### src/rtl/mem_port_arbiter_pkg.sv
`default_nettype none
// ============================================================================
// Module : mem_port_arbiter_pkg
// Brief  : Shared types for the unified memory port arbiter (FSM states and
//          transaction owner encoding).
// Rev    : 1.0  initial release
// ============================================================================
package mem_port_arbiter_pkg;

  typedef enum logic [1:0] {
    ARB_IDLE = 2'd0,
    ARB_REQ  = 2'd1,
    ARB_RSP  = 2'd2
  } arb_state_t;

  typedef enum logic {
    OWN_IF = 1'b0,
    OWN_D  = 1'b1
  } arb_owner_t;

endpackage : mem_port_arbiter_pkg
`default_nettype wire

### src/rtl/mem_port_arbiter_if.sv
`default_nettype none
// ============================================================================
// Module : mem_port_arbiter_if
// Brief  : Bundle of fetch, load/store and memory-side handshake signals.
//          slave  = arbiter view, master = requesters plus memory view.
// Rev    : 1.0  initial release
// ============================================================================
interface mem_port_arbiter_if #(
  parameter int ADDR_W = 32,
  parameter int DATA_W = 32
);

  // instruction fetch side
  logic              if_req_valid;
  logic              if_req_ready;
  logic [ADDR_W-1:0] if_addr;
  logic              if_rsp_valid;
  logic [DATA_W-1:0] if_rsp_data;

  // load/store side
  logic                if_unused_pad;
  logic                d_req_valid;
  logic                d_req_ready;
  logic [ADDR_W-1:0]   d_addr;
  logic                d_we;
  logic [DATA_W-1:0]   d_wdata;
  logic [DATA_W/8-1:0] d_be;
  logic                d_rsp_valid;
  logic [DATA_W-1:0]   d_rsp_data;

  // memory side
  logic                mem_req_valid;
  logic                mem_req_ready;
  logic [ADDR_W-1:0]   mem_addr;
  logic                mem_we;
  logic [DATA_W-1:0]   mem_wdata;
  logic [DATA_W/8-1:0] mem_be;
  logic                mem_rsp_valid;
  logic [DATA_W-1:0]   mem_rsp_data;

  modport slave (
    input  if_req_valid, if_addr,
    output if_req_ready, if_rsp_valid, if_rsp_data,
    input  d_req_valid, d_addr, d_we, d_wdata, d_be,
    output d_req_ready, d_rsp_valid, d_rsp_data,
    output mem_req_valid, mem_addr, mem_we, mem_wdata, mem_be,
    input  mem_req_ready, mem_rsp_valid, mem_rsp_data
  );

  modport master (
    output if_req_valid, if_addr,
    input  if_req_ready, if_rsp_valid, if_rsp_data,
    output d_req_valid, d_addr, d_we, d_wdata, d_be,
    input  d_req_ready, d_rsp_valid, d_rsp_data,
    input  mem_req_valid, mem_addr, mem_we, mem_wdata, mem_be,
    output mem_req_ready, mem_rsp_valid, mem_rsp_data
  );

endinterface : mem_port_arbiter_if
`default_nettype wire

### src/rtl/mem_port_arbiter_prio_sel.sv
`default_nettype none
// ============================================================================
// Module : arb_prio_sel
// Brief  : Winner select between fetch and load/store. Data wins by default;
//          a saturating streak of data grants taken while fetch waits forces
//          one fetch grant once it reaches MAX_DATA_STREAK.
// Rev    : 1.0  initial release
// ============================================================================
module arb_prio_sel #(
  parameter int MAX_DATA_STREAK = 4
) (
  input  logic clk,
  input  logic rst_n,
  input  logic idle,
  input  logic if_valid,
  input  logic d_valid,
  output logic grant_if,
  output logic grant_d
);

  localparam int                  STREAK_W   = $clog2(MAX_DATA_STREAK + 1);
  localparam logic [STREAK_W-1:0] STREAK_MAX = STREAK_W'(MAX_DATA_STREAK);

  logic [STREAK_W-1:0] streak;
  logic                if_forced;

  // Fetch takes precedence only once data has starved it for the full streak.
  assign if_forced = if_valid && (streak == STREAK_MAX);
  assign grant_d   = idle && d_valid && !if_forced;
  assign grant_if  = idle && if_valid && !grant_d;

  // Streak counts data grants while fetch waits; only IDLE cycles update it.
  always_ff @(posedge clk or negedge rst_n) begin
    if (!rst_n) begin
      streak <= '0;
    end else if (idle) begin
      if (!if_valid || grant_if) begin
        streak <= '0;
      end else if (grant_d && (streak != STREAK_MAX)) begin
        streak <= streak + 1'b1;
      end
    end
  end

endmodule : arb_prio_sel
`default_nettype wire

### src/rtl/mem_port_arbiter.sv
`default_nettype none
// ============================================================================
// Module : mem_port_arbiter
// Brief  : Shares one memory port between instruction fetch and load/store.
//          One outstanding transaction: IDLE (arbitrate) -> REQ (present
//          registered request) -> RSP (forward response to owner).
// Rev    : 1.0  initial release
// ============================================================================
module mem_port_arbiter
  import mem_port_arbiter_pkg::*;
#(
  parameter int ADDR_W          = 32,
  parameter int DATA_W          = 32,
  parameter int MAX_DATA_STREAK = 4
) (
  input  logic               clk,
  input  logic               rst_n,
  mem_port_arbiter_if.slave  bus
);

  arb_state_t          state;
  arb_owner_t          owner;
  logic                req_valid_q;
  logic [ADDR_W-1:0]   addr_q;
  logic                we_q;
  logic [DATA_W-1:0]   wdata_q;
  logic [DATA_W/8-1:0] be_q;

  logic arbitrating;
  logic grant_if;
  logic grant_d;
  logic rsp_fire;

  // rst_n gates arbitration so no ready leaks out while reset is held.
  assign arbitrating = rst_n && (state == ARB_IDLE);

  arb_prio_sel #(
    .MAX_DATA_STREAK (MAX_DATA_STREAK)
  ) u_prio_sel (
    .clk      (clk),
    .rst_n    (rst_n),
    .idle     (arbitrating),
    .if_valid (bus.if_req_valid),
    .d_valid  (bus.d_req_valid),
    .grant_if (grant_if),
    .grant_d  (grant_d)
  );

  // Ready is the grant itself, so a grant is always a completed handshake.
  assign bus.if_req_ready = grant_if;
  assign bus.d_req_ready  = grant_d;

  assign bus.mem_req_valid = req_valid_q;
  assign bus.mem_addr      = addr_q;
  assign bus.mem_we        = we_q;
  assign bus.mem_wdata     = wdata_q;
  assign bus.mem_be        = be_q;

  // Responses only count in RSP; stray pulses elsewhere are dropped.
  assign rsp_fire         = (state == ARB_RSP) && bus.mem_rsp_valid;
  assign bus.if_rsp_valid = rsp_fire && (owner == OWN_IF);
  assign bus.d_rsp_valid  = rsp_fire && (owner == OWN_D);
  assign bus.if_rsp_data  = bus.if_rsp_valid ? bus.mem_rsp_data : '0;
  assign bus.d_rsp_data   = bus.d_rsp_valid  ? bus.mem_rsp_data : '0;

  // Transaction FSM with registered memory request fields.
  always_ff @(posedge clk or negedge rst_n) begin
    if (!rst_n) begin
      state       <= ARB_IDLE;
      owner       <= OWN_IF;
      req_valid_q <= 1'b0;
      addr_q      <= '0;
      we_q        <= 1'b0;
      wdata_q     <= '0;
      be_q        <= '0;
    end else begin
      case (state)
        ARB_IDLE: begin
          if (grant_d) begin
            owner       <= OWN_D;
            addr_q      <= bus.d_addr;
            we_q        <= bus.d_we;
            wdata_q     <= bus.d_wdata;
            be_q        <= bus.d_be;
            req_valid_q <= 1'b1;
            state       <= ARB_REQ;
          end else if (grant_if) begin
            owner       <= OWN_IF;
            addr_q      <= bus.if_addr;
            we_q        <= 1'b0;
            wdata_q     <= '0;
            be_q        <= '1;
            req_valid_q <= 1'b1;
            state       <= ARB_REQ;
          end
        end
        ARB_REQ: begin
          if (bus.mem_req_ready) begin
            req_valid_q <= 1'b0;
            state       <= ARB_RSP;
          end
        end
        ARB_RSP: begin
          if (bus.mem_rsp_valid) begin
            state <= ARB_IDLE;
          end
        end
        default: begin
          req_valid_q <= 1'b0;
          state       <= ARB_IDLE;
        end
      endcase
    end
  end

endmodule : mem_port_arbiter
`default_nettype wire

### src/flat_wrapper.sv
// flat-port wrapper written by rule: the top's interface ports become plain ports
module mem_port_arbiter_flat import mem_port_arbiter_pkg::*;
#(
  parameter int ADDR_W          = 32,
  parameter int DATA_W          = 32,
  parameter int MAX_DATA_STREAK = 4
)
  (clk, rst_n, bus_if_req_valid, bus_if_addr, bus_if_req_ready, bus_if_rsp_valid, bus_if_rsp_data, bus_d_req_valid, bus_d_addr, bus_d_we, bus_d_wdata, bus_d_be, bus_d_req_ready, bus_d_rsp_valid, bus_d_rsp_data, bus_mem_req_valid, bus_mem_addr, bus_mem_we, bus_mem_wdata, bus_mem_be, bus_mem_req_ready, bus_mem_rsp_valid, bus_mem_rsp_data);
  mem_port_arbiter_if #(.ADDR_W(ADDR_W), .DATA_W(DATA_W)) bus_i ();
  input  logic clk;
  input  logic rst_n;
  input wire logic [$bits(bus_i.if_req_valid)-1:0] bus_if_req_valid;
  input wire logic [$bits(bus_i.if_addr)-1:0] bus_if_addr;
  output wire logic [$bits(bus_i.if_req_ready)-1:0] bus_if_req_ready;
  output wire logic [$bits(bus_i.if_rsp_valid)-1:0] bus_if_rsp_valid;
  output wire logic [$bits(bus_i.if_rsp_data)-1:0] bus_if_rsp_data;
  input wire logic [$bits(bus_i.d_req_valid)-1:0] bus_d_req_valid;
  input wire logic [$bits(bus_i.d_addr)-1:0] bus_d_addr;
  input wire logic [$bits(bus_i.d_we)-1:0] bus_d_we;
  input wire logic [$bits(bus_i.d_wdata)-1:0] bus_d_wdata;
  input wire logic [$bits(bus_i.d_be)-1:0] bus_d_be;
  output wire logic [$bits(bus_i.d_req_ready)-1:0] bus_d_req_ready;
  output wire logic [$bits(bus_i.d_rsp_valid)-1:0] bus_d_rsp_valid;
  output wire logic [$bits(bus_i.d_rsp_data)-1:0] bus_d_rsp_data;
  output wire logic [$bits(bus_i.mem_req_valid)-1:0] bus_mem_req_valid;
  output wire logic [$bits(bus_i.mem_addr)-1:0] bus_mem_addr;
  output wire logic [$bits(bus_i.mem_we)-1:0] bus_mem_we;
  output wire logic [$bits(bus_i.mem_wdata)-1:0] bus_mem_wdata;
  output wire logic [$bits(bus_i.mem_be)-1:0] bus_mem_be;
  input wire logic [$bits(bus_i.mem_req_ready)-1:0] bus_mem_req_ready;
  input wire logic [$bits(bus_i.mem_rsp_valid)-1:0] bus_mem_rsp_valid;
  input wire logic [$bits(bus_i.mem_rsp_data)-1:0] bus_mem_rsp_data;
  assign bus_i.if_req_valid = bus_if_req_valid;
  assign bus_i.if_addr = bus_if_addr;
  assign bus_if_req_ready = bus_i.if_req_ready;
  assign bus_if_rsp_valid = bus_i.if_rsp_valid;
  assign bus_if_rsp_data = bus_i.if_rsp_data;
  assign bus_i.d_req_valid = bus_d_req_valid;
  assign bus_i.d_addr = bus_d_addr;
  assign bus_i.d_we = bus_d_we;
  assign bus_i.d_wdata = bus_d_wdata;
  assign bus_i.d_be = bus_d_be;
  assign bus_d_req_ready = bus_i.d_req_ready;
  assign bus_d_rsp_valid = bus_i.d_rsp_valid;
  assign bus_d_rsp_data = bus_i.d_rsp_data;
  assign bus_mem_req_valid = bus_i.mem_req_valid;
  assign bus_mem_addr = bus_i.mem_addr;
  assign bus_mem_we = bus_i.mem_we;
  assign bus_mem_wdata = bus_i.mem_wdata;
  assign bus_mem_be = bus_i.mem_be;
  assign bus_i.mem_req_ready = bus_mem_req_ready;
  assign bus_i.mem_rsp_valid = bus_mem_rsp_valid;
  assign bus_i.mem_rsp_data = bus_mem_rsp_data;
  mem_port_arbiter #(.ADDR_W(ADDR_W), .DATA_W(DATA_W), .MAX_DATA_STREAK(MAX_DATA_STREAK)) u_core (.clk(clk), .rst_n(rst_n), .bus(bus_i));
endmodule
### config.mk
export PLATFORM = sky130hd
export DESIGN_NAME = mem_port_arbiter_flat
export DESIGN_NICKNAME = d
export VERILOG_FILES = /design/src/rtl/mem_port_arbiter_pkg.sv /design/src/rtl/mem_port_arbiter_if.sv /design/src/rtl/mem_port_arbiter_prio_sel.sv /design/src/rtl/mem_port_arbiter.sv /design/src/flat_wrapper.sv
export SDC_FILE = /design/constraint.sdc
export NUM_CORES = 1
export LEC_CHECK = 0
export CAP_MARGIN = 0
export CORE_MARGIN = 2
export CORE_UTILIZATION = 27
export DETAILED_ROUTE_END_ITERATION = 8
export GPL_TIMING_DRIVEN = 0
export PLACE_DENSITY_LB_ADDON = 0.25
export SLEW_MARGIN = 25
export SYNTH_ARGS = -nofsm -noshare
export SYNTH_HDL_FRONTEND = slang
export SYNTH_SLANG_ARGS = --single-unit
### constraint.sdc
create_clock -name clk -period 2.2 [get_ports clk]
set_clock_uncertainty 0.15 [all_clocks]
set_input_delay 0.44 -clock clk [delete_from_list [all_inputs] [get_ports clk]]
set_output_delay 0.44 -clock clk [all_outputs]
set_load 0.02 [all_outputs]
==> report_table.html, run 1 <==
<table>
<tr><th>Metric</th><th>Value</th></tr>
<tr><th colspan="2">Place</th></tr>
<tr><td>Port Buffer Count</td><td>276</td></tr>
<tr><td>Total instance count after detailed placement</td><td>800</td></tr>
<tr><td>GPL Wtd Cong</td><td>0.799</td></tr>
<tr><td>Placed wire-length estimate</td><td>11100 um</td></tr>
<tr><th colspan="2">Critical path</th></tr>
<tr><td>Critical setup path kind</td><td>reg -&gt; out</td></tr>
<tr><td>Critical Path, Cell by Cell</td><td>inv_2, ha_4, and3_4, buf_6, nand3b_1, inv_2, buf_6</td></tr>
<tr><td>Delay of the slowest cell on the worst path</td><td>0.37 ns</td></tr>
<tr><td>Critical-path cell with the highest stage delay</td><td>sky130_fd_sc_hd__dfrtp_1</td></tr>
<tr><td>Start point of the critical path</td><td>u_core.u_prio_sel.streak[0]</td></tr>
<tr><td>Peak fanout along the critical path</td><td>3</td></tr>
<tr><td>Worst setup EP type</td><td>output port</td></tr>
<tr><td>Worst R2R Start</td><td>u_core.state[1]</td></tr>
<tr><td>Worst Setup Start Kind</td><td>register</td></tr>
<tr><td>Data required time of the worst path</td><td>1.61 ns</td></tr>
<tr><td>Data arrival, critical path</td><td>1.68 ns</td></tr>
<tr><td>Register-to-register setup slack</td><td>0.15 ns</td></tr>
<tr><td>Critical register-to-register path endpoint</td><td>u_core.bus.mem_addr[18]</td></tr>
<tr><td>Logic depth of the worst register-to-register path</td><td>7</td></tr>
<tr><th colspan="2">Pwr</th></tr>
<tr><td>Share of power burned in the clock network</td><td>18.0%</td></tr>
<tr><td>Relative contribution of combinational cells to total power</td><td>53.4%</td></tr>
<tr><td>Leak Pwr</td><td>3.44 nW</td></tr>
<tr><td>Post-route total power</td><td>0.00887 W</td></tr>
<tr><td>Max IR drop VDD</td><td>0.651 mV</td></tr>
<tr><td>Share of total power consumed by net switching</td><td>36.2%</td></tr>
<tr><td>Sequential fraction of design power</td><td>28.7%</td></tr>
<tr><td>Sw Pwr</td><td>0.00321 W</td></tr>
<tr><td>Internal power</td><td>0.00566 W</td></tr>
<tr><td>Ratio of total power to cell area</td><td>1120 mW/mm^2</td></tr>
<tr><th colspan="2">Clocking</th></tr>
<tr><td>Library cell used as clock root buffer</td><td>sky130_fd_sc_hd__clkbuf_16</td></tr>
<tr><td>CTS H-tree lvls</td><td>3</td></tr>
<tr><td>Clock-pin slew on the worst setup and hold paths</td><td>0.06 ns</td></tr>
<tr><td>Later-pin clock latency in the skew report</td><td>0.33 ns</td></tr>
<tr><td>Clock tree from TritonCTS</td><td>built</td></tr>
<tr><td>CTS buffer count</td><td>9</td></tr>
<tr><td>Clk sinks</td><td>76</td></tr>
<tr><td>Buffers from clock root to sink, at most</td><td>2</td></tr>
<tr><th colspan="2">Floorplanning</th></tr>
<tr><td>Core region area</td><td>0.0137 sq mm</td></tr>
<tr><td>Initial standard-cell utilization of the core</td><td>27.4%</td></tr>
<tr><td>Number of cell rows</td><td>43</td></tr>
<tr><td>IO Pins</td><td>277</td></tr>
<tr><td>Die Area</td><td>0.0149 sq mm</td></tr>
<tr><td>Die height</td><td>122 um</td></tr>
<tr><td>Die X</td><td>122 um</td></tr>
<tr><th colspan="2">STA</th></tr>
<tr><td>Total negative setup slack</td><td>-0.820 ns</td></tr>
<tr><td>RSZ-0062 raised after global routing</td><td>yes</td></tr>
<tr><td>Worst Setup Slack, final</td><td>-0.0714 ns</td></tr>
<tr><td>Achievable frequency</td><td>0.440 GHz</td></tr>
<tr><td>Actual slew at the worst max-slew pin</td><td>0.835 ns</td></tr>
<tr><td>Final period util</td><td>103%</td></tr>
<tr><td>Final slew viol count</td><td>0</td></tr>
<tr><td>Setup violators final</td><td>27</td></tr>
<tr><td>Hold violation count in the final report</td><td>0</td></tr>
<tr><td>Tmin final</td><td>2.27 ns</td></tr>
<tr><td>Slew Limit Headroom</td><td>44.1%</td></tr>
<tr><th colspan="2">Global routing</th></tr>
<tr><td>First-pass GRT wire length</td><td>23200 um</td></tr>
<tr><td>Maximum number of pins on one net before global-route repair</td><td>24</td></tr>
<tr><td>Antenna violations before repair</td><td>0</td></tr>
<tr><td>All-Layer GR Usage</td><td>20.3%</td></tr>
<tr><td>Total congestion overflow after global routing</td><td>0</td></tr>
<tr><td>Vias in the first global route</td><td>4310</td></tr>
<tr><th colspan="2">Detailed routing</th></tr>
<tr><td>First drt pass iteration count</td><td>4</td></tr>
<tr><td>Number of vias in the routed layout</td><td>4098</td></tr>
<tr><td>Remaining DRCs</td><td>0</td></tr>
<tr><td>Detailed router's first-iteration violation count</td><td>168</td></tr>
<tr><td>Total detailed-routing wirelength</td><td>15800 um</td></tr>
<tr><td>Vias per cell</td><td>4.80</td></tr>
<tr><td>Number of routed nets with antenna violations</td><td>0</td></tr>
<tr><td>Routed length per placed instance</td><td>18.5 um</td></tr>
<tr><th colspan="2">Logic synthesis</th></tr>
<tr><td>Post-synthesis cell type with the largest combined area</td><td>sky130_fd_sc_hd__dfrtp_1</td></tr>
<tr><td>Count of yosys warnings during synthesis</td><td>0</td></tr>
<tr><td>Post-synthesis async set-or-reset flop share</td><td>100%</td></tr>
<tr><td>Synth unique cells</td><td>30</td></tr>
<tr><td>Synthesized Nets</td><td>484</td></tr>
<tr><td>Cell with the most instances after synthesis</td><td>sky130_fd_sc_hd__dfrtp_1</td></tr>
<tr><td>Mapped Avg Cell Area</td><td>11.0 sq um</td></tr>
<tr><td>Share of synthesized area occupied by flip-flops and latches</td><td>50.6%</td></tr>
<tr><td>Largest cells by area after synthesis</td><td>sky130_fd_sc_hd__dfrtp_1, sky130_fd_sc_hd__and2_1, sky130_fd_sc_hd__a22o_1</td></tr>
<tr><td>Netlist area before placement</td><td>0.00376 sq mm</td></tr>
<tr><td>Cell count after synthesis</td><td>343</td></tr>
<tr><td>Share of the synthesized area in the top cell type</td><td>50.6%</td></tr>
<tr><td>Top cells by instance count after synthesis</td><td>sky130_fd_sc_hd__dfrtp_1, sky130_fd_sc_hd__and2_1, sky130_fd_sc_hd__a22o_1, sky130_fd_sc_hd__nand2b_1</td></tr>
<tr><td>Primary flip-flop cell chosen by synthesis mapping</td><td>sky130_fd_sc_hd__dfrtp_1</td></tr>
<tr><td>EDFF count, synth</td><td>0</td></tr>
<tr><td>Number of flip-flops and latches in the synthesized netlist</td><td>76</td></tr>
<tr><th colspan="2">Finish</th></tr>
<tr><td>Post-Layout Cell Count</td><td>853</td></tr>
<tr><td>Share of post-route cells with drive strength above 1</td><td>31.5%</td></tr>
<tr><td>Area Growth Syn to Fin</td><td>111%</td></tr>
<tr><td>Share of the core filled with cells in the final layout</td><td>57.7%</td></tr>
<tr><td>Nets</td><td>809</td></tr>
<tr><td>Antenna Diode Count</td><td>0</td></tr>
<tr><td>Area occupied by multi-input gates</td><td>0.00191 sq mm</td></tr>
<tr><td>Sequential cell area</td><td>0.00190 sq mm</td></tr>
<tr><td>Fill cells</td><td>1151</td></tr>
<tr><th colspan="2">Status</th></tr>
<tr><td>Run status</td><td>complete, but fails checks</td></tr>
<tr><td>Failing checks</td><td>negative setup slack</td></tr>
<tr><th colspan="2">Hold path</th></tr>
<tr><td>Worst min-delay path class</td><td>in -&gt; async</td></tr>
<tr><th colspan="2">Run</th></tr>
<tr><td>MaxCap Viol Count</td><td>0</td></tr>
</table>
==> layer usage <==
layer	vias up	part of all wire [%]	GRT usage (%)
li1	1919	-	-
met1	2012	40	24.1
met2	145	52	35.9
met3	22	6.3	5.01
met4	0	1.7	6.75
met5	-	0	0
==> worst max-delay path, delay by kind of cell (launching register included) <==
family                   cells  cell delay, ns
adder cells (fa/ha/maj)      1            0.16
buffers and inverters        4            0.43
flip-flops                   1            0.37
AND/OR/NAND/NOR              2            0.39
==> power groups by stage <==
| stage | clock network [W] | logic, W | registers, W |
|---|---|---|---|
| floorplan | 0 | 0.00126 | 0.00332 |
| global placement | 0 | 0.00418 | 0.00253 |
| detailed placement | 0 | 0.00425 | 0.00254 |
| CTS | 0.00164 | 0.00468 | 0.00254 |
| global route | 0.00170 | 0.00500 | 0.00263 |
| finish | 0.00160 | 0.00473 | 0.00254 |
==> placed cells by master (no fill, tap or decap), types with 3 or more instances in the layout <==
cell type	instances
sky130_fd_sc_hd__clkdlybuf4s50_1	204
sky130_fd_sc_hd__dfrtp_1	74
sky130_fd_sc_hd__buf_6	73
sky130_fd_sc_hd__and2_4	61
sky130_fd_sc_hd__nand2b_1	33
sky130_fd_sc_hd__a22o_1	33
sky130_fd_sc_hd__o32ai_1	32
sky130_fd_sc_hd__a2bb2oi_1	32
sky130_fd_sc_hd__buf_4	19
sky130_fd_sc_hd__clkbuf_1	15
sky130_fd_sc_hd__buf_8	10
sky130_fd_sc_hd__buf_2	10
sky130_fd_sc_hd__clkbuf_16	9
sky130_fd_sc_hd__nand2_1	5
sky130_fd_sc_hd__o21ai_0	4
sky130_fd_sc_hd__o22a_1	4
sky130_fd_sc_hd__dlygate4sd3_1	4
sky130_fd_sc_hd__inv_2	3
sky130_fd_sc_hd__clkbuf_8	3
sky130_fd_sc_hd__and2_1	3
sky130_fd_sc_hd__nand4_1	3
sky130_fd_sc_hd__bufbuf_16	3
sky130_fd_sc_hd__dlygate4sd2_1	3
==> repair_timing <==
action | in CTS | in global routing
endpoints found under the hold margin | 41 | 0
hold buffers | 4 | 0
pin swaps | 44 | 15
setup buffers | 21 | 4
gates resized for setup | 483 | 54
setup endpoints to repair | 134 | 97
cloned | 9 | 0
==> worst max path at each step <==
stage / to / slack, ns / cells after the start
global route: bus_d_req_ready / -0.17 / 7
floorplan: bus_if_rsp_data[10] / 0.14 / 4
global placement: bus_d_req_ready / -3.88 / 6
detailed placement: bus_d_req_ready / -1.44 / 7
finish: bus_d_req_ready / -0.07 / 7
CTS: bus_d_req_ready / -0.14 / 8
==> logic make-up after synthesis <==
| logic type | count (synthesis) | share of synthesized area [%] |
|---|---|---|
| flops | 76 | 50.6 |
| simple gates | 116 | 19.4 |
| fa+ha+maj | 2 | 0.665 |
| compound gates | 110 | 25.1 |
| buf+inv | 39 | 4.29 |
==> final cells by class <==
cell class                      instances  share of cell area [%]
Inverter                                5                   0.237
Multi-Input combinational cell        228                    24.1
Clock inverter                          6                    1.11
Tap cell                              180                    2.84
Clock buffer                           10                    3.02
Sequential cell                        76                    24.0
Buffer                                 33                    2.86
Timing Repair Buffer                  315                    41.8
==> through the flow <==
stage	hold slack, ns	worst slack, ns	area [sq um]
after global placement	0.319	-3.88	6750
after floorplan	-0.00559	0.137	3760
after CTS	0.000397	-0.144	7780
after global routing	0.00640	-0.165	7920
final	0.0117	-0.0714	7920
after detailed placement	0.263	-1.44	6770
==> sequential cells by signal (all words and copies together) (netlist names) <==
name / count
u_core.bus.mem_addr: 32
u_core.bus.mem_be: 4
u_core.bus.mem_wdata: 32
u_core.u_prio_sel.streak: 3
u_core.bus.mem_we: 1
u_core.state: 2
u_core.bus.mem_req_valid: 1
u_core.owner: 1
(Power assumes the default switching activity.)
==> run 2: changes to the inputs <==
- CORE_ASPECT_RATIO: unset -> 0.6
==> report_table.html, run 2 (synthesized netlist as in run 1, its figures left out) <==
<table>
<tr><th>Metric</th><th>Value</th></tr>
<tr><th colspan="2">Status</th></tr>
<tr><td>Run status</td><td>complete, but fails checks</td></tr>
<tr><td>Failing checks</td><td>negative setup slack</td></tr>
<tr><th colspan="2">Pwr</th></tr>
<tr><td>Leak Pwr</td><td>3.38 nW</td></tr>
<tr><td>Share of total power consumed by net switching</td><td>37.8%</td></tr>
<tr><td>Max IR drop VDD</td><td>0.691 mV</td></tr>
<tr><td>Ratio of total power to cell area</td><td>1110 mW/mm^2</td></tr>
<tr><td>Sw Pwr</td><td>0.00327 W</td></tr>
<tr><td>Internal power</td><td>0.00539 W</td></tr>
<tr><td>Sequential fraction of design power</td><td>29.3%</td></tr>
<tr><td>Relative contribution of combinational cells to total power</td><td>54.1%</td></tr>
<tr><td>Share of power burned in the clock network</td><td>16.6%</td></tr>
<tr><th colspan="2">Detailed routing</th></tr>
<tr><td>Routed length per placed instance</td><td>18.7 um</td></tr>
<tr><td>Detailed-routed wire length on met2</td><td>7220 um</td></tr>
<tr><td>Metal1 wirelength</td><td>7240 um</td></tr>
<tr><td>Vias per cell</td><td>4.85</td></tr>
<tr><td>First drt pass iteration count</td><td>4</td></tr>
<tr><td>Number of routed nets with antenna violations</td><td>0</td></tr>
<tr><td>Total met3 wirelength after detailed routing</td><td>1150 um</td></tr>
<tr><td>Top Layer Used</td><td>met4</td></tr>
<tr><td>Detailed router's first-iteration violation count</td><td>157</td></tr>
<tr><td>Remaining DRCs</td><td>0</td></tr>
<tr><td>Number of vias in the routed layout</td><td>4099</td></tr>
<tr><td>Total detailed-routing wirelength</td><td>15800 um</td></tr>
<tr><th colspan="2">Finish</th></tr>
<tr><td>Summed area of non-filler cells in the final layout</td><td>0.00780 sq mm</td></tr>
<tr><td>Area Growth Syn to Fin</td><td>108%</td></tr>
<tr><td>Most used cells in the layout excluding fill and tap cells</td><td>sky130_fd_sc_hd__clkdlybuf4s50_1, sky130_fd_sc_hd__dfrtp_1, sky130_fd_sc_hd__buf_6</td></tr>
<tr><td>Share of post-route cells with drive strength above 1</td><td>29.7%</td></tr>
<tr><td>Nets</td><td>806</td></tr>
<tr><td>Leading cell type in the layout, fill and taps excluded</td><td>sky130_fd_sc_hd__clkdlybuf4s50_1</td></tr>
<tr><td>Antenna Diode Count</td><td>0</td></tr>
<tr><td>Post-Layout Cell Count</td><td>845</td></tr>
<tr><th colspan="2">Critical path</th></tr>
<tr><td>Worst Setup Start Kind</td><td>register</td></tr>
<tr><td>Worst setup EP type</td><td>output port</td></tr>
<tr><td>Data required time of the worst path</td><td>1.61 ns</td></tr>
<tr><td>Peak fanout along the critical path</td><td>5</td></tr>
<tr><td>Data arrival, critical path</td><td>1.70 ns</td></tr>
<tr><td>Critical setup path kind</td><td>reg -&gt; out</td></tr>
<tr><th colspan="2">Clocking</th></tr>
<tr><td>Clock-pin slew on the worst setup and hold paths</td><td>0.06 ns</td></tr>
<tr><td>CTS buffer count</td><td>9</td></tr>
<tr><td>Clock tree from TritonCTS</td><td>built</td></tr>
<tr><td>Library cell used as clock root buffer</td><td>sky130_fd_sc_hd__clkbuf_16</td></tr>
<tr><td>Clk sinks</td><td>76</td></tr>
<tr><td>Later-pin clock latency in the skew report</td><td>0.33 ns</td></tr>
<tr><td>CTS H-tree lvls</td><td>3</td></tr>
<tr><td>Buffers from clock root to sink, at most</td><td>2</td></tr>
<tr><th colspan="2">STA</th></tr>
<tr><td>Tmin final</td><td>2.29 ns</td></tr>
<tr><td>Total negative setup slack</td><td>-0.972 ns</td></tr>
<tr><td>RSZ-0062 raised after global routing</td><td>yes</td></tr>
<tr><td>Final period util</td><td>104%</td></tr>
<tr><td>Actual slew at the worst max-slew pin</td><td>0.819 ns</td></tr>
<tr><td>Setup violators final</td><td>18</td></tr>
<tr><td>Final slew viol count</td><td>0</td></tr>
<tr><td>Hold violation count in the final report</td><td>0</td></tr>
<tr><td>Final hold slack</td><td>0.329 ns</td></tr>
<tr><td>Achievable frequency</td><td>0.437 GHz</td></tr>
<tr><td>Slew Limit Headroom</td><td>45.2%</td></tr>
<tr><td>Worst Setup Slack, final</td><td>-0.0895 ns</td></tr>
<tr><th colspan="2">Floorplanning</th></tr>
<tr><td>Die X</td><td>156 um</td></tr>
<tr><td>Number of cell rows</td><td>33</td></tr>
<tr><td>Die Area</td><td>0.0149 sq mm</td></tr>
<tr><td>Initial standard-cell utilization of the core</td><td>27.6%</td></tr>
<tr><td>IO Pins</td><td>277</td></tr>
<tr><td>Core region area</td><td>0.0136 sq mm</td></tr>
<tr><td>Die height</td><td>95.4 um</td></tr>
<tr><th colspan="2">Place</th></tr>
<tr><td>Cell Area, Placed</td><td>0.00676 sq mm</td></tr>
<tr><td>Placed wire-length estimate</td><td>11100 um</td></tr>
<tr><td>GPL Wtd Cong</td><td>0.840</td></tr>
<tr><td>Port Buffer Count</td><td>276</td></tr>
<tr><td>Total instance count after detailed placement</td><td>795</td></tr>
<tr><td>Dpl ws</td><td>-1.43 ns</td></tr>
<tr><th colspan="2">Global routing</th></tr>
<tr><td>First-pass GRT wire length</td><td>23100 um</td></tr>
<tr><td>Total congestion overflow after global routing</td><td>0</td></tr>
<tr><td>Maximum number of pins on one net before global-route repair</td><td>22</td></tr>
<tr><td>Vias in the first global route</td><td>4170</td></tr>
<tr><td>Antenna violations before repair</td><td>0</td></tr>
<tr><td>All-Layer GR Usage</td><td>20.3%</td></tr>
<tr><th colspan="2">Hold path</th></tr>
<tr><td>Worst min-delay path class</td><td>reg -&gt; reg</td></tr>
<tr><th colspan="2">Run</th></tr>
<tr><td>MaxCap Viol Count</td><td>0</td></tr>
</table>
## run 2: changes by cell type in the layout (fill, tap and decap cells not counted), moves of 2 or more
cell,change
sky130_fd_sc_hd__inv_6,+3
sky130_fd_sc_hd__buf_2,-2
sky130_fd_sc_hd__and2_4,-9
sky130_fd_sc_hd__clkinv_2,-2
sky130_fd_sc_hd__clkbuf_16,+2
sky130_fd_sc_hd__bufinv_16,-2
sky130_fd_sc_hd__clkinvlp_4,+2
sky130_fd_sc_hd__buf_6,-10
sky130_fd_sc_hd__and2_1,+9
sky130_fd_sc_hd__buf_8,-5
sky130_fd_sc_hd__clkinv_4,-2
sky130_fd_sc_hd__buf_4,+6
sky130_fd_sc_hd__clkbuf_4,+4
## run 2: metal layers
layer	GRT usage, %	vias to the layer above
li1	-	1924
met1	28.7	1992
met2	30.8	165
met3	5.55	18
met4	5.43	0
met5	0	-
## run 2: per-stage QoR
step                      utilization [%]  power [W]
after floorplan                         -    0.00458
after global placement               49.5    0.00671
after detailed placement             49.6    0.00677
after CTS                            55.6    0.00862
after global routing                 57.3    0.00915
final                                57.3    0.00867
## run 2: worst max-delay path, stage by stage, from the launching register on
cell and delay, ns:
sky130_fd_sc_hd__dfrtp_2 0.43, sky130_fd_sc_hd__nand2_4 0.09, sky130_fd_sc_hd__nor3b_4 0.20, sky130_fd_sc_hd__buf_6 0.14
sky130_fd_sc_hd__buf_6 0.12, sky130_fd_sc_hd__clkbuf_8 0.14, sky130_fd_sc_hd__and2_4 0.14, sky130_fd_sc_hd__buf_6 0.11
## run 2: power groups by stage
stage	sequential [W]	combinational, W	clock (W)
3_5_place_dp	0.00253	0.00424	0
6_report	0.00254	0.00469	0.00144
3_3_place_gp	0.00253	0.00419	0
4_1_cts	0.00254	0.00460	0.00149
2_1_floorplan	0.00332	0.00126	0
5_1_grt	0.00263	0.00496	0.00156
## run 2: layout make-up
class | instances | area [sq um]
plain buffers | 30 | 218
clock buffers | 9 | 225
clock inverters | 7 | 68.8
fillers | 1161 | 5820
inverters | 5 | 18.8
multi-input cells | 228 | 1890
flip-flops and latches | 76 | 1900
well taps | 175 | 219
repair buffers | 315 | 3260
## run 2: repair_timing
action | in CTS | in global routing
hold buffers | 4 | 1
endpoints found under the setup margin | 134 | 79
endpoints found under the hold margin | 45 | 1
cloned | 8 | 1
resized for setup | 427 | 89
setup buffers | 17 | 9
pin swaps | 16 | 3
## run 2: path summary, 6_finish.rpt
kind	startpoint	slack [ns]	depth (start not counted)	end
max reg2reg	u_core.state[0]	0.11	8	u_core.bus.mem_addr[8]
min	u_core.bus.mem_req_valid	0.33	2	u_core.bus.mem_req_valid
max	u_core.state[1]	-0.09	7	bus_d_rsp_data[2]
min in group asynchronous	rst_n	0.57	3	u_core.owner
max in group asynchronous	rst_n	0.69	2	u_core.bus.mem_wdata[19]
min reg2reg	u_core.bus.mem_req_valid	0.33	2	u_core.bus.mem_req_valid
==> RTL change 1: new RTL, config.mk and constraints of run 1 <==
Encoding of `arb_state_t`: now one-hot (3 bits for 3 states).
--- a/src/rtl/mem_port_arbiter_pkg.sv
+++ b/src/rtl/mem_port_arbiter_pkg.sv
@@ -7,10 +7,10 @@
 // ============================================================================
 package mem_port_arbiter_pkg;
 
-  typedef enum logic [1:0] {
-    ARB_IDLE = 2'd0,
-    ARB_REQ  = 2'd1,
-    ARB_RSP  = 2'd2
+  typedef enum logic [2:0] {
+    ARB_IDLE = 3'b001,
+    ARB_REQ  = 3'b010,
+    ARB_RSP  = 3'b100
   } arb_state_t;
 
   typedef enum logic {
Function: same outputs for any inputs over 4 cycles, from zero or initial values and one cycle with rst_n low; so few cycles prove little.
==> RTL change 1 against run 1 <==
The run still ends with setup timing left. Routed wire length down 0.81%. Register-to-register slack better by 0.04 ns. Count of clock-buffer cells in the layout unchanged. Synthesized area up 3.7%. Synthesized cell count up 12%. First-iteration DRC count up 21%. Design area up 0.46%. Sequential cell count up 1. Die area up 3.5%. Utilization down 0.85 points. Setup slack worse by 0.036 ns. Total power down 14%. Critical path type unchanged. Critical endpoint is now bus_d_rsp_data[13]. Highest routed layer unchanged.
==> RTL change 1: results (changes against run 1) <==
- The via count of the first global-routing pass was 4194 (was 4310).
- The maximum fanout count along the critical path came to 8 (was 3).
- The average vias per placed instance is 4.81 (was 4.80).
- The highest-delay cell along the critical path is sky130_fd_sc_hd__dfrtp_2 (was sky130_fd_sc_hd__dfrtp_1).
- The worst max-slew margin expressed relative to the limit is 0.690 (was 0.441).
- The capture instance of the worst register-to-register path is u_core.bus.mem_wdata[24] (was u_core.bus.mem_addr[18]).
- The post-layout total power is 7590 uW (was 8870 uW).
- The ratio of cells with drive above 1 in the final layout is 0.316 (was 0.315).
- Violations in the final reports: setup timing (unchanged).
- The worst endpoint data arrival time is 1.72 ns (was 1.68 ns).
- The routing usage on met1 is 0.230 (was 0.241).
- Run status: finished, violations left (unchanged).
- The routed length per instance is 17.7 um (was 18.5 um).
- Cell types occupying the most area after synthesis: sky130_fd_sc_hd__dfrtp_1 49%, sky130_fd_sc_hd__and2_1 10%, sky130_fd_sc_hd__a22o_1 7.9% (was sky130_fd_sc_hd__dfrtp_1 51%, sky130_fd_sc_hd__and2_1 11%, sky130_fd_sc_hd__a22o_1 7.7%).
- The family of cells with the greatest summed delay on the critical path is simple AND/OR/NAND/NOR gates (was buffers and inverters).
- The global placer's final weighted congestion is 0.824 (was 0.799).
- The number of distinct library cell variants in the gate-level netlist after synthesis is 37 (was 30).
- The number of filler cells placed in the layout was 1203 (was 1151).
- The final wirelength is 15.7 mm (was 15.8 mm).
- The worst-case setup margin in the final layout is -0.108 ns (was -0.0714 ns).
- The number of failing setup endpoints in the final timing report was 65 (was 27).
- The number of cells on the worst reg-to-reg path is 6 (was 7).
- The layout net count is 842 (was 809).
- The synthesized netlist net count is 525 (was 484).
- The met3 layer wire length in the routed design was 1.24 mm (was 990 um).
- The minimum setup slack among reg-to-reg paths was 0.19 ns (was 0.15 ns).
- The detailed placement HPWL is 11.1 mm (about the same).
- The fraction of met3 tracks used by global routing is 0.0568 (was 0.0501).
- The register area share after synthesis came to 0.495 (was 0.506).
- The launch instance of the worst register-to-register path was u_core.state[0] (was u_core.state[1]).
- The maximum vdd ir drop is 0.493 mV (was 0.651 mV).
- The reported sequential group power is 2450 uW (was 2540 uW).
- The critical path startpoint is u_core.state[1] (was u_core.u_prio_sel.streak[0]).
- The gate count of the mapped netlist came to 384 (was 343).
- The wire length on met2 is 8.08 mm (was 8.23 mm).
- Synth top cells by count: 76 x sky130_fd_sc_hd__dfrtp_1, 65 x sky130_fd_sc_hd__and2_1, 35 x sky130_fd_sc_hd__a21oi_1, 35 x sky130_fd_sc_hd__a22o_1, 34 x sky130_fd_sc_hd__o21ai_0 (was 76 x sky130_fd_sc_hd__dfrtp_1, 64 x sky130_fd_sc_hd__and2_1, 33 x sky130_fd_sc_hd__a22o_1, 33 x sky130_fd_sc_hd__nand2b_1).
- The reported leakage power is 0.00343 uW (was 0.00344 uW).
- The clock group power was 1560 uW (was 1600 uW).
- The area share of fa/ha/maj cells after synthesis is 0.00642 (was 0.00666).
==> RTL change 1: changes by cell type after synthesis, sizes merged, moves of 3 or more <==
cell and change:
a21oi +35, nand3 +34, a2bb2oi -32, a31oi +32, o32ai -32, nand2b -31
o21ai +29, buf +8, clkbuf -4, nand4 -3
==> RTL change 1: area by class of cell <==
cell class,instances,area (um2),share of cell area
Tap cell,180,225,0.0283
Antenna cell,1,2.50,0.000314
Buffer,36,273,0.0343
Clock buffer,10,229,0.0288
Inverter,5,26.3,0.00330
Timing Repair Buffer,308,3260,0.409
Clock inverter,6,86.3,0.0108
Sequential cell,77,1930,0.243
Multi-Input combinational cell,264,1930,0.242
==> RTL change 1: worst max path at each step <==
stage,to
6_report,bus_d_rsp_data[13]
5_1_grt,bus_if_req_ready
4_1_cts,bus_d_rsp_data[13]
3_5_place_dp,bus_d_req_ready
3_3_place_gp,bus_d_req_ready
2_1_floorplan,bus_if_rsp_data[10]
==> RTL change 1: stage by stage <==
stage                     worst slack (ns)  utilization  hold WS, ns  area (um2)
final                               -0.108        0.569       0.0123        7960
after global routing                -0.175        0.569      0.00364        7960
after CTS                           -0.179        0.550     0.000277        7690
after detailed placement             -1.19        0.493        0.263        6900
after global placement               -3.74        0.492        0.323        6880
after floorplan                     0.0719            -     -0.00559        3900
==> RTL change 1: worst reg2reg max path, delay by kind of cell (launching register included) <==
kind / cells / cell delay (ns)
compound gates: 1 / 0.21
buf+inv: 3 / 0.54
flops: 1 / 0.62
simple gates: 2 / 0.37
==> RTL change 1: what timing repair did <==
item	4_1_cts	5_1_grt
setup buffers	11	7
hold buffers	6	0
gates cloned	3	5
resized for setup	469	55
setup endpoints to repair	117	68
hold endpoints to repair	32	0
pin swaps	20	29
==> RTL change 2: new RTL, settings of run 1 <==
Made on the original files. `ADDR_W` is set to 32 in 3 places; all go to 64.
--- a/src/rtl/mem_port_arbiter_if.sv
+++ b/src/rtl/mem_port_arbiter_if.sv
@@ -6,7 +6,7 @@
 // Rev    : 1.0  initial release
 // ============================================================================
 interface mem_port_arbiter_if #(
-  parameter int ADDR_W = 32,
+  parameter int ADDR_W = 64,
   parameter int DATA_W = 32
 );
 
--- a/src/rtl/mem_port_arbiter.sv
+++ b/src/rtl/mem_port_arbiter.sv
@@ -9,7 +9,7 @@
 module mem_port_arbiter
   import mem_port_arbiter_pkg::*;
 #(
-  parameter int ADDR_W          = 32,
+  parameter int ADDR_W          = 64,
   parameter int DATA_W          = 32,
   parameter int MAX_DATA_STREAK = 4
 ) (
--- a/src/flat_wrapper.sv
+++ b/src/flat_wrapper.sv
@@ -1,7 +1,7 @@
 // flat-port wrapper written by rule: the top's interface ports become plain ports
 module mem_port_arbiter_flat import mem_port_arbiter_pkg::*;
 #(
-  parameter int ADDR_W          = 32,
+  parameter int ADDR_W          = 64,
   parameter int DATA_W          = 32,
   parameter int MAX_DATA_STREAK = 4
 )
Interface: changed (resized bus_d_addr, bus_if_addr and bus_mem_addr); port bits go from 277 to 373. The function was not compared with the original's and may differ.
==> RTL change 2 against run 1 <==
The run still ends with setup timing left. Synthesized area up 45%. Hold slack better by 0.11 ns. Design area up 34%. Sequential share of layout area rose by 1.5 points. Largest cell class unchanged. Routed wire length rose by 53%. Utilization fell by 3.7 points. Sequential cell count is 32 higher. First-iteration DRC count is 13% higher. Combinational power increased by 40%. Total power rose by 34%. Via count increased by 44%. Setup slack worse by 0.038 ns. Die area rose by 43%.
==> RTL change 2: results (changes against run 1) <==
- Violations in the final reports: setup timing (unchanged).
- The fraction of standard cell area in multi-input logic was 0.250 (was 0.241).
- The number of buffer cells added on primary ports came to 371 (was 276).
- The mean cell area of the mapped netlist is 11.0 um2 (about the same).
- The clock buffer count was 11 (was 10).
- The met2 usage in global routing is 0.388 (was 0.359).
- The detailed placement HPWL came to 17.8 mm (was 11.1 mm).
- The pin count of the biggest net entering global routing was 32 (was 24).
- The worst-case setup margin in the final layout is -0.110 ns (was -0.0714 ns).
- Run status: finished, violations left (unchanged).
- The maximum vdd ir drop is 0.564 mV (was 0.651 mV).
- The clock-pin transition on the worst setup and hold timing paths is 0.08 ns (was 0.06 ns).
- The delay of the slowest cell on the worst path is 0.46 ns (was 0.37 ns).
- The pre-CTS setup slack is -1.46 ns (was -1.44 ns).
- The number of iterations in the first detailed-routing pass is 5 (was 4).
- The fraction of met3 tracks used by global routing came to 0.0511 (was 0.0501).
- The transition time of the tightest slew-check pin is 0.801 ns (was 0.835 ns).
- The number of failing setup endpoints in the final timing report came to 64 (was 27).
- The final wirelength is 24.2 mm (was 15.8 mm).
- The launch instance of the worst register-to-register path is u_core.u_prio_sel.streak[0] (was u_core.state[1]).
- The initial antenna violation count is 5 (was 0).
- The first-pass GRT wire length is 36.4 mm (was 23.2 mm).
- The via count of the first global-routing pass was 6134 (was 4310).
- The layout buffer count excluding clock buffers is 460 (was 348).
- The placed cell area is 9510 um2 (was 6770 um2).
- The area fraction of clock buffers and clock inverters was 0.0280 (was 0.0412).
- The share of the final layout cell area in sequential cells is 0.256 (was 0.240).
- The maximum fanout count along the critical path is 5 (was 3).
- The clock latency at the later pin of the worst-skew pair is 0.36 ns (was 0.33 ns).
- The total power density per cell area came to 1120 nW/um2 (about the same).
- The post-cts gate resize count is 499 (was 483).
- The layout net count is 1113 (was 809).
- The total vias in the final route is 5896 (was 4098).
- The number of hold buffers added after CTS was 5 (was 4).
==> RTL change 2: cell count changes in the layout (fill, tap and decap cells not counted), sizes merged, moves of 2 or more <==
cell and change:
clkdlybuf4s50 +96, a2bb2oi +32, dfrtp +32, nand2b +32, o32ai +32, buf +13
clkbuf +6, diode +5, clkinv -3, bufinv -2, clkinvlp +2, inv +2
==> RTL change 2: kinds of logic (layout without fill, tap and decap cells) <==
kind of cell | after synthesis | in the layout | share of synthesized area
adder cells (fa/ha/maj) | 2 | 2 | 0.00460
AND/OR/NAND/NOR | 148 | 148 | 0.171
AO/OA/AOI/OAI | 174 | 174 | 0.277
buffers and inverters | 60 | 481 | 0.0504
flip-flops | 108 | 108 | 0.497
other | 0 | 5 | 0
==> RTL change 2: worst reg2reg max path, delay by kind of cell, from the launching register on <==
| kind | cells | cell delay [ns] |
|---|---|---|
| adder cells (fa/ha/maj) | 1 | 0.16 |
| AO/OA/AOI/OAI | 3 | 0.62 |
| buffers and inverters | 3 | 0.65 |
| flip-flops | 1 | 0.36 |
==> RTL change 2: final timing paths <==
path / end / slack [ns]
worst max-delay path: bus_d_rsp_data[2] / -0.11
worst min-delay path: u_core.bus.mem_be[0] / 0.12
worst max register to register: u_core.bus.mem_addr[25] / 0.19
worst min register to register: u_core.bus.mem_req_valid / 0.33
max in group asynchronous: u_core.bus.mem_wdata[29] / 1.01
min in group clk: u_core.state[1] / 0.30
==> RTL change 2: where the power goes <==
group	leakage, uW	switching (uW)	internal, uW
sequential	0.00124	612	2990
combinational	0.00301	3140	3460
clock	0.000140	794	846
==> RTL change 2: layer usage <==
layer,up-vias,share of wire
met1,2875,0.37
met5,-,0
met3,64,0.062
met4,0,0.051
met2,259,0.51
li1,2698,-
